<file path="config.mk">
export PLATFORM = sky130hd
export DESIGN_NAME = packet_assembler
export DESIGN_NICKNAME = d
export VERILOG_FILES = /design/src/rtl/hdmi_pkg.sv /design/src/rtl/bch_ecc_step.sv /design/src/rtl/packet_assembler.sv
export SDC_FILE = /design/constraint.sdc
export NUM_CORES = 1
export LEC_CHECK = 0
export BUFFER_PORTS_ARGS = -buffer_cell sky130_fd_sc_hd__buf_2
export CELL_PAD_IN_SITES_DETAIL_PLACEMENT = 0
export CELL_PAD_IN_SITES_GLOBAL_PLACEMENT = 1
export CORE_UTILIZATION = 35
export CTS_BUF_LIST = sky130_fd_sc_hd__clkbuf_4
export DETAILED_ROUTE_END_ITERATION = 8
export HOLD_SLACK_MARGIN = 0.02
export PLACE_DENSITY = 0.88
export SLEW_MARGIN = 10
export SYNTH_ARGS = -nofsm -noshare
export SYNTH_HDL_FRONTEND = slang
export SYNTH_SLANG_ARGS = --single-unit
</file>
<file path="constraint.sdc">
create_clock -name clk_pixel -period 4.7 [get_ports clk_pixel]
set_input_delay 0.94 -clock clk_pixel [delete_from_list [all_inputs] [get_ports clk_pixel]]
set_output_delay 0.94 -clock clk_pixel [all_outputs]
set_load 0.02 [all_outputs]
</file>
<file path="src/rtl/hdmi_pkg.sv">
// hdmi_pkg: shared constants and types for the data-island packet assembler.
package hdmi_pkg;
   localparam logic [7:0] BCH_POLY         = 8'h83;
   localparam int         PACKET_PIXELS    = 32;
   localparam int         HEADER_DATA_BITS = 24;
   localparam int         SUB_DATA_BITS    = 56;
   typedef logic [3:0][SUB_DATA_BITS-1:0] sub_array_t;
endpackage

</file>
<file path="src/rtl/bch_ecc_step.sv">
// bch_ecc_step: one LSB-first BCH ECC shift step.
module bch_ecc_step
   import hdmi_pkg::*;
(
   input  logic [7:0] ecc,
   input  logic       d,
   output logic [7:0] ecc_next
);
   assign ecc_next = (ecc >> 1) ^ ((ecc[0] ^ d) ? BCH_POLY : 8'h00);
endmodule

</file>
<file path="src/rtl/packet_assembler.sv">
// packet_assembler: serialises header/subpackets with running BCH ECC into 9-bit pixel payloads.
module packet_assembler
   import hdmi_pkg::*;
(
   input  logic                        clk_pixel,
   input  logic                        reset,
   input  logic                        data_island_period,
   input  logic [HEADER_DATA_BITS-1:0] header,
   input  sub_array_t                  sub,
   output logic [8:0]                  packet_data,
   output logic [4:0]                  counter,
   output logic                        packet_enable
);
   localparam logic [4:0] LAST    = 5'(PACKET_PIXELS - 1);
   localparam logic [4:0] HDR_END = 5'(HEADER_DATA_BITS);
   localparam logic [4:0] SUB_END = 5'(SUB_DATA_BITS / 2);
   logic [4:0]      counter_q, counter_d;
   logic [7:0]      hdr_ecc_q, hdr_ecc_d, hdr_step;
   logic [3:0][7:0] sub_ecc_q, sub_ecc_d;
   logic [7:0]      sub_mid [4];
   logic [7:0]      sub_step [4];
   logic [3:0]      sub_even, sub_odd;
   logic            active, clear, in_hdr, in_sub;
   assign active = data_island_period & ~reset;
   assign in_hdr = counter_q < HDR_END;
   assign in_sub = counter_q < SUB_END;
   bch_ecc_step u_hdr (.ecc(hdr_ecc_q), .d(header[counter_q]), .ecc_next(hdr_step));
   for (genvar i = 0; i < 4; i++) begin : g_sub
      bch_ecc_step u_even (.ecc(sub_ecc_q[i]), .d(sub[i][{counter_q, 1'b0}]), .ecc_next(sub_mid[i]));
      bch_ecc_step u_odd  (.ecc(sub_mid[i]),   .d(sub[i][{counter_q, 1'b1}]), .ecc_next(sub_step[i]));
      // past the payload the ECC byte is sent two bits per pixel
      assign sub_even[i] = in_sub ? sub[i][{counter_q, 1'b0}] : sub_ecc_q[i][{counter_q[1:0], 1'b0}];
      assign sub_odd[i]  = in_sub ? sub[i][{counter_q, 1'b1}] : sub_ecc_q[i][{counter_q[1:0], 1'b1}];
   end
   always_comb begin
      clear     = ~data_island_period | (counter_q == LAST);
      counter_d = data_island_period ? counter_q + 5'd1 : 5'd0;
      hdr_ecc_d = clear ? 8'h00 : in_hdr ? hdr_step : hdr_ecc_q;
      for (int k = 0; k < 4; k++)
         sub_ecc_d[k] = clear ? 8'h00 : in_sub ? sub_step[k] : sub_ecc_q[k];
   end
   always_ff @(posedge clk_pixel) begin
      if (reset) begin
         counter_q <= '0;
         hdr_ecc_q <= '0;
         sub_ecc_q <= '0;
      end else begin
         counter_q <= counter_d;
         hdr_ecc_q <= hdr_ecc_d;
         sub_ecc_q <= sub_ecc_d;
      end
   end
   assign counter       = counter_q;
   assign packet_enable = active & (counter_q == LAST);
   assign packet_data   = active ? {sub_odd, sub_even, in_hdr ? header[counter_q] : hdr_ecc_q[counter_q[2:0]]} : 9'd0;
endmodule

</file>
# Word level (Yosys, flattened, before mapping)
# Cells that the tools add are included.
# classes
order_cmp,8
bitwise,23
eq_ne,1
reduce_logical,2
n_addsub,1
n_mux,55
# ops
cell,n
8-bit 2-to-1 mux,9
7-bit by 8-bit bitwise XOR with 8-bit output,9
1-bit binary-select mux with 5-bit select,9
1-bit 2-to-1 mux,27
1-bit binary-select mux with 2-bit select,8
"6-bit by 7-bit less-than comparator with 1-bit output, second input constant",2
"3-bit by 4-bit less-than comparator with 1-bit output, second input constant",3
"5-bit less-than comparator, second input constant",2
9-bit 2-to-1 mux,1
1-bit bitwise XOR,9
"5-bit by 6-bit less-than comparator with 1-bit output, second input constant",1
"5-bit by 1-bit adder with 5-bit output, second input constant",1
"5-bit equality test, second input constant",1
2-bit OR reduction,2
1-bit binary-select mux with 3-bit select,1
1-bit AND,2
1-bit NOT,2
1-bit bitwise OR,1
# totals
regBits,45
wordCells,96
inputBits,251
out_inout_bits,15

# Depth between registers and ports, before layout
# depth
ltp_word,8
mapped_depth,11
depth_no_buf,7

# Modules after synthesis
# A second synthesis with hierarchy kept.
# unflattened
hier_cells,533
hier_area_um2,4936.0
# by_module_without_submodules
module,seq_area_each_um2,cells_per_inst,area_each_um2,n_inst
packet_assembler,900.9,461,4091.4,1
bch_ecc_step,0.0,8,93.8,9

# Least setup slack after synthesis
# OpenSTA, ideal clock, no wires.
# synth_path
path_type,reg-to-output
startpoint,register counter_q[3] (netlist: counter[3])
endpoint,output port packet_data[4]
required_ns,3.760
path_stages_with_launch,9
path_buffers,4
t_arrival_ns,2.419
setup_slack_ns,1.341
cell_sequence,dfxtp_1 -> clkbuf_1 -> clkbuf_1 -> buf_2 -> nand2_1 -> nor2_1 -> clkbuf_1 -> nand2_1 -> a41oi_1
# synth_via
elab_chain_len,4
word_cells_on_any_way,5
classes_between,order compare (1); mux (4)
# synth_rtl
item,line,rtl
"start, declared",packet_assembler.sv:17,"logic [4:0] counter_q, counter_d;"
"start signal, assigned",packet_assembler.sv:48,counter_q <= counter_d;
1-bit binary-select mux with 5-bit select,packet_assembler.sv:32,"assign sub_even[i] = in_sub ? sub[i][{counter_q, 1'b0}] : sub_ecc_q[i][{counter_q[1:0], 1'b0}];"
1-bit 2-to-1 mux (implied by the code),packet_assembler.sv:32,
1-bit 2-to-1 mux (*),packet_assembler.sv:32,
9-bit 2-to-1 mux (*),packet_assembler.sv:55,"assign packet_data = active ? {sub_odd, sub_even, in_hdr ? header[counter_q] : hdr_ecc_q[counter_q[2:0]]} : 9' ..."
"end, declared",packet_assembler.sv:10,"output logic [8:0] packet_data,"
# Every way passes the cells marked *; elsewhere a longest branch is shown, timed or not. The select of a mux whose other input is x is not followed.

# Final worst setup path
# layout_path
startpoint,register counter_q[0] (netlist: counter[0])
endpoint,output port packet_data[0]
# layout_via
elab_chain_len,4
word_cells_on_any_way,7
classes_between,order compare (1); mux (6)
# layout_rtl
item,line
1-bit binary-select mux with 5-bit select / 1-bit binary-select mux with 3-bit select (equally long branches),packet_assembler.sv:55
1-bit 2-to-1 mux (implied by the code),packet_assembler.sv:55
1-bit 2-to-1 mux (*),packet_assembler.sv:55
9-bit 2-to-1 mux (*),packet_assembler.sv:55
# Marks and branches as above.

==> results.sh <==
export IMPL_synthDistinctLibCells=53
export IMPL_clkLatencyLatePin_ns=0.34
export IMPL_first_pass_iters=5
export IMPL_grt_overflow=0
export IMPL_insertedDiodeCount=0
export IMPL_critPathMaxStageDelay_ns=0.85
export IMPL_syn_inst=494
export IMPL_skew_ns=0.00755
export IMPL_grt_max_degree=49
export IMPL_crit_arrival_ns=3.08
export IMPL_ys_ff_latch=45
export IMPL_dpl_hpwl_um=13700
export IMPL_final_fill_count=1227
export IMPL_hold_buffers=0
export IMPL_routabilityCongestion=0.990
export IMPL_die_w_um=116
export IMPL_synth_edf_count=0
export IMPL_path_cells="buf_4, mux4_2, mux2_2, a22oi_2, a21oi_1, buf_2"
export IMPL_cts_setup_buffers=0
export IMPL_grt_pass1_wl_um=25900
export IMPL_async_flop_share=0
export IMPL_period_minus_slack_ns=4.02
export IMPL_initial_core_util=0.359
export IMPL_fin_cells=910
export IMPL_cts_resized=0
export IMPL_worst_setup_path_type="register to output port"
export IMPL_hold_start="sub_ecc_q[31]$_SDFFE_PP0N_"
export IMPL_end_kind="output port"
export IMPL_synth_warnings=0
export IMPL_ys_flop_type="dfxtp_1"
export IMPL_p_leak_nw=2.48
export IMPL_ctsRootBufferMaster="clkbuf_4"
export IMPL_pre_cts_slack_ns=1.04
export IMPL_place_area_mm2=0.00593
export IMPL_irDropWorstVdd_mv=0.0920
export IMPL_final_setup_tns_ns=0
export IMPL_clock_sinks=45
export IMPL_startpoint="counter[0]$_SDFF_PN0_"
export IMPL_relSlewSlack=0.271
export IMPL_yosysTopAreaCellShare=0.204
export IMPL_finalHoldViolations=0
export IMPL_status="complete, no violations"
export IMPL_rsz0062_at_grt="false"
export IMPL_setup_viol=0
export IMPL_cts_tree="built"
export IMPL_worst_slack_ns=0.683
export IMPL_fin_crit_sh=0.855
export IMPL_path_max_fanout=47
export IMPL_numCtsBuffers=5
export IMPL_seq_area_frac_synth=0.199
export IMPL_htree_levels=2
export IMPL_synth_nets=747
export IMPL_drt_iter0_drc=274
export IMPL_portBuffers=265
export IMPL_fmax_ghz=0.249
export IMPL_synth_area_leader_cell="mux4_2"
export IMPL_num_vias=5052
export IMPL_power_density_mw_per_mm2=163
export IMPL_wl_um=16800
export IMPL_avgViaCountPerCell=5.55
export IMPL_worstMarginPinSlew_ns=1.09
export IMPL_synth_avg_cell_area_um2=9.18
export IMPL_antenna_left=0
export IMPL_die_h_um=116
export IMPL_syn_area_mm2=0.00453
export IMPL_synth_common_cells="75 x nand2_1, 50 x mux2i_1, 45 x a21oi_1, 45 x dfxtp_1, 41 x mux4_2"
export IMPL_area_growth_pct=32.0
export IMPL_yosysMostFrequentCell="nand2_1"
export IMPL_ioPinCount=266
export IMPL_wl_per_cell_um=18.5
export IMPL_grt_antenna_before_repair=0
export IMPL_layout_drive_gt1_share=0.462
export IMPL_cts_buffer_depth=2
export IMPL_drc=0
export IMPL_cp_start_kind="register"
export IMPL_dp_cells=902
export IMPL_worstPathRequired_ns=3.76
export IMPL_die_area_mm2=0.0134
export IMPL_crit_path_top_delay_cell="dfxtp_4"
export IMPL_cap_violations=0
export IMPL_grt_pass1_vias=5105
export IMPL_final_max_slew_violation_count=0
export IMPL_core_mm2=0.0126
export IMPL_r2r_start="counter[1]$_SDFF_PN0_"
export IMPL_final_cell_area_mm2=0.00598
export IMPL_track_usage=0.254
export IMPL_clk_pin_slew_worst_paths_ns=0.13
export IMPL_yosys_top_cells_area="mux4_2 20%, dfxtp_1 20%, mux2i_1 11%"
export IMPL_hp_class="register to register"
export IMPL_whs_ns=0.476
export IMPL_num_rows=41
export IMPL_fin_nets=990
-- cell usage in the layout (no fill, tap or decap), drive strengths merged, types with 4 or more instances in the layout --
cell type,instances
nor2,23
nor2b,9
mux2,11
and2,5
a22oi,17
nand3,14
a31oi,4
a211oi,5
nand4,7
inv,8
nand2,75
dfxtp,45
o31ai,6
a22o,4
xor2,5
and4,6
clkbuf,5
nor3,5
mux4,45
a21oi,45
buf,276
mux2i,50
o21ai,10
xnor2,14
nor3b,4
-- path summary, 6_finish.rpt --
check,to,slack [ns],cells past startpoint
max,packet_data[0],0.68,6
min reg2reg,sub_ecc_q[29]$_SDFFE_PP0N_,0.48,2
min,sub_ecc_q[29]$_SDFFE_PP0N_,0.48,2
max reg2reg,sub_ecc_q[1]$_SDFFE_PP0N_,1.30,8
-- state kept, by name, indices dropped and copies added (netlist names) --
signal	count
counter	5
hdr_ecc_q	8
sub_ecc_q	32
-- cell type report --
type	instances	area, um^2	area share
Tap cell	172	215	0.0360
Inverter	8	30.0	0.00502
Clock inverter	3	12.5	0.00209
Clock buffer	5	37.5	0.00627
Multi-Input combinational cell	401	3370	0.563
Timing Repair Buffer	276	1410	0.235
Sequential cell	45	910	0.152
-- metal layers --
layer | vias to the layer above | global-route usage | wire (um)
li1 | 2370 | - | -
met1 | 2378 | 0.326 | 7160
met2 | 269 | 0.438 | 7990
met3 | 35 | 0.0408 | 1260
met4 | 0 | 0.0752 | 405
met5 | - | 0 | 0
-- critical path, delay by kind of cell, from the launching register on --
| family | cells | cell delay, ns |
|---|---|---|
| flip-flops | 1 | 0.85 |
| AO/OA/AOI/OAI | 2 | 0.32 |
| multiplexers | 2 | 0.85 |
| buffers and inverters | 2 | 0.69 |
-- cells by family (layout without fill, tap and decap cells) --
| kind of cell | count (synthesis) | after routing | synth area share |
|---|---|---|---|
| buffers and inverters | 48 | 292 | 0.0585 |
| XOR/XNOR | 20 | 20 | 0.0419 |
| multiplexers | 106 | 106 | 0.365 |
| AND/OR/NAND/NOR | 165 | 165 | 0.176 |
| AO/OA/AOI/OAI | 108 | 108 | 0.155 |
| adder cells (fa/ha/maj) | 2 | 2 | 0.00552 |
| flip-flops | 45 | 45 | 0.199 |
-- report_power, final --
group / internal [mW] / switching (mW)
registers: 0.400 / 0.0313
logic: 0.214 / 0.158
clock network: 0.0544 / 0.119
total: 0.668 / 0.308
-- through the flow --
| stage | util | power (mW) |
|---|---|---|
| CTS | 0.474 | 0.985 |
| detailed placement | 0.470 | 0.809 |
| global route | 0.474 | 1.04 |
| floorplan | - | 0.656 |
| global placement | 0.470 | 0.799 |
| finish | 0.474 | 0.976 |
(Power assumes the default switching activity.)
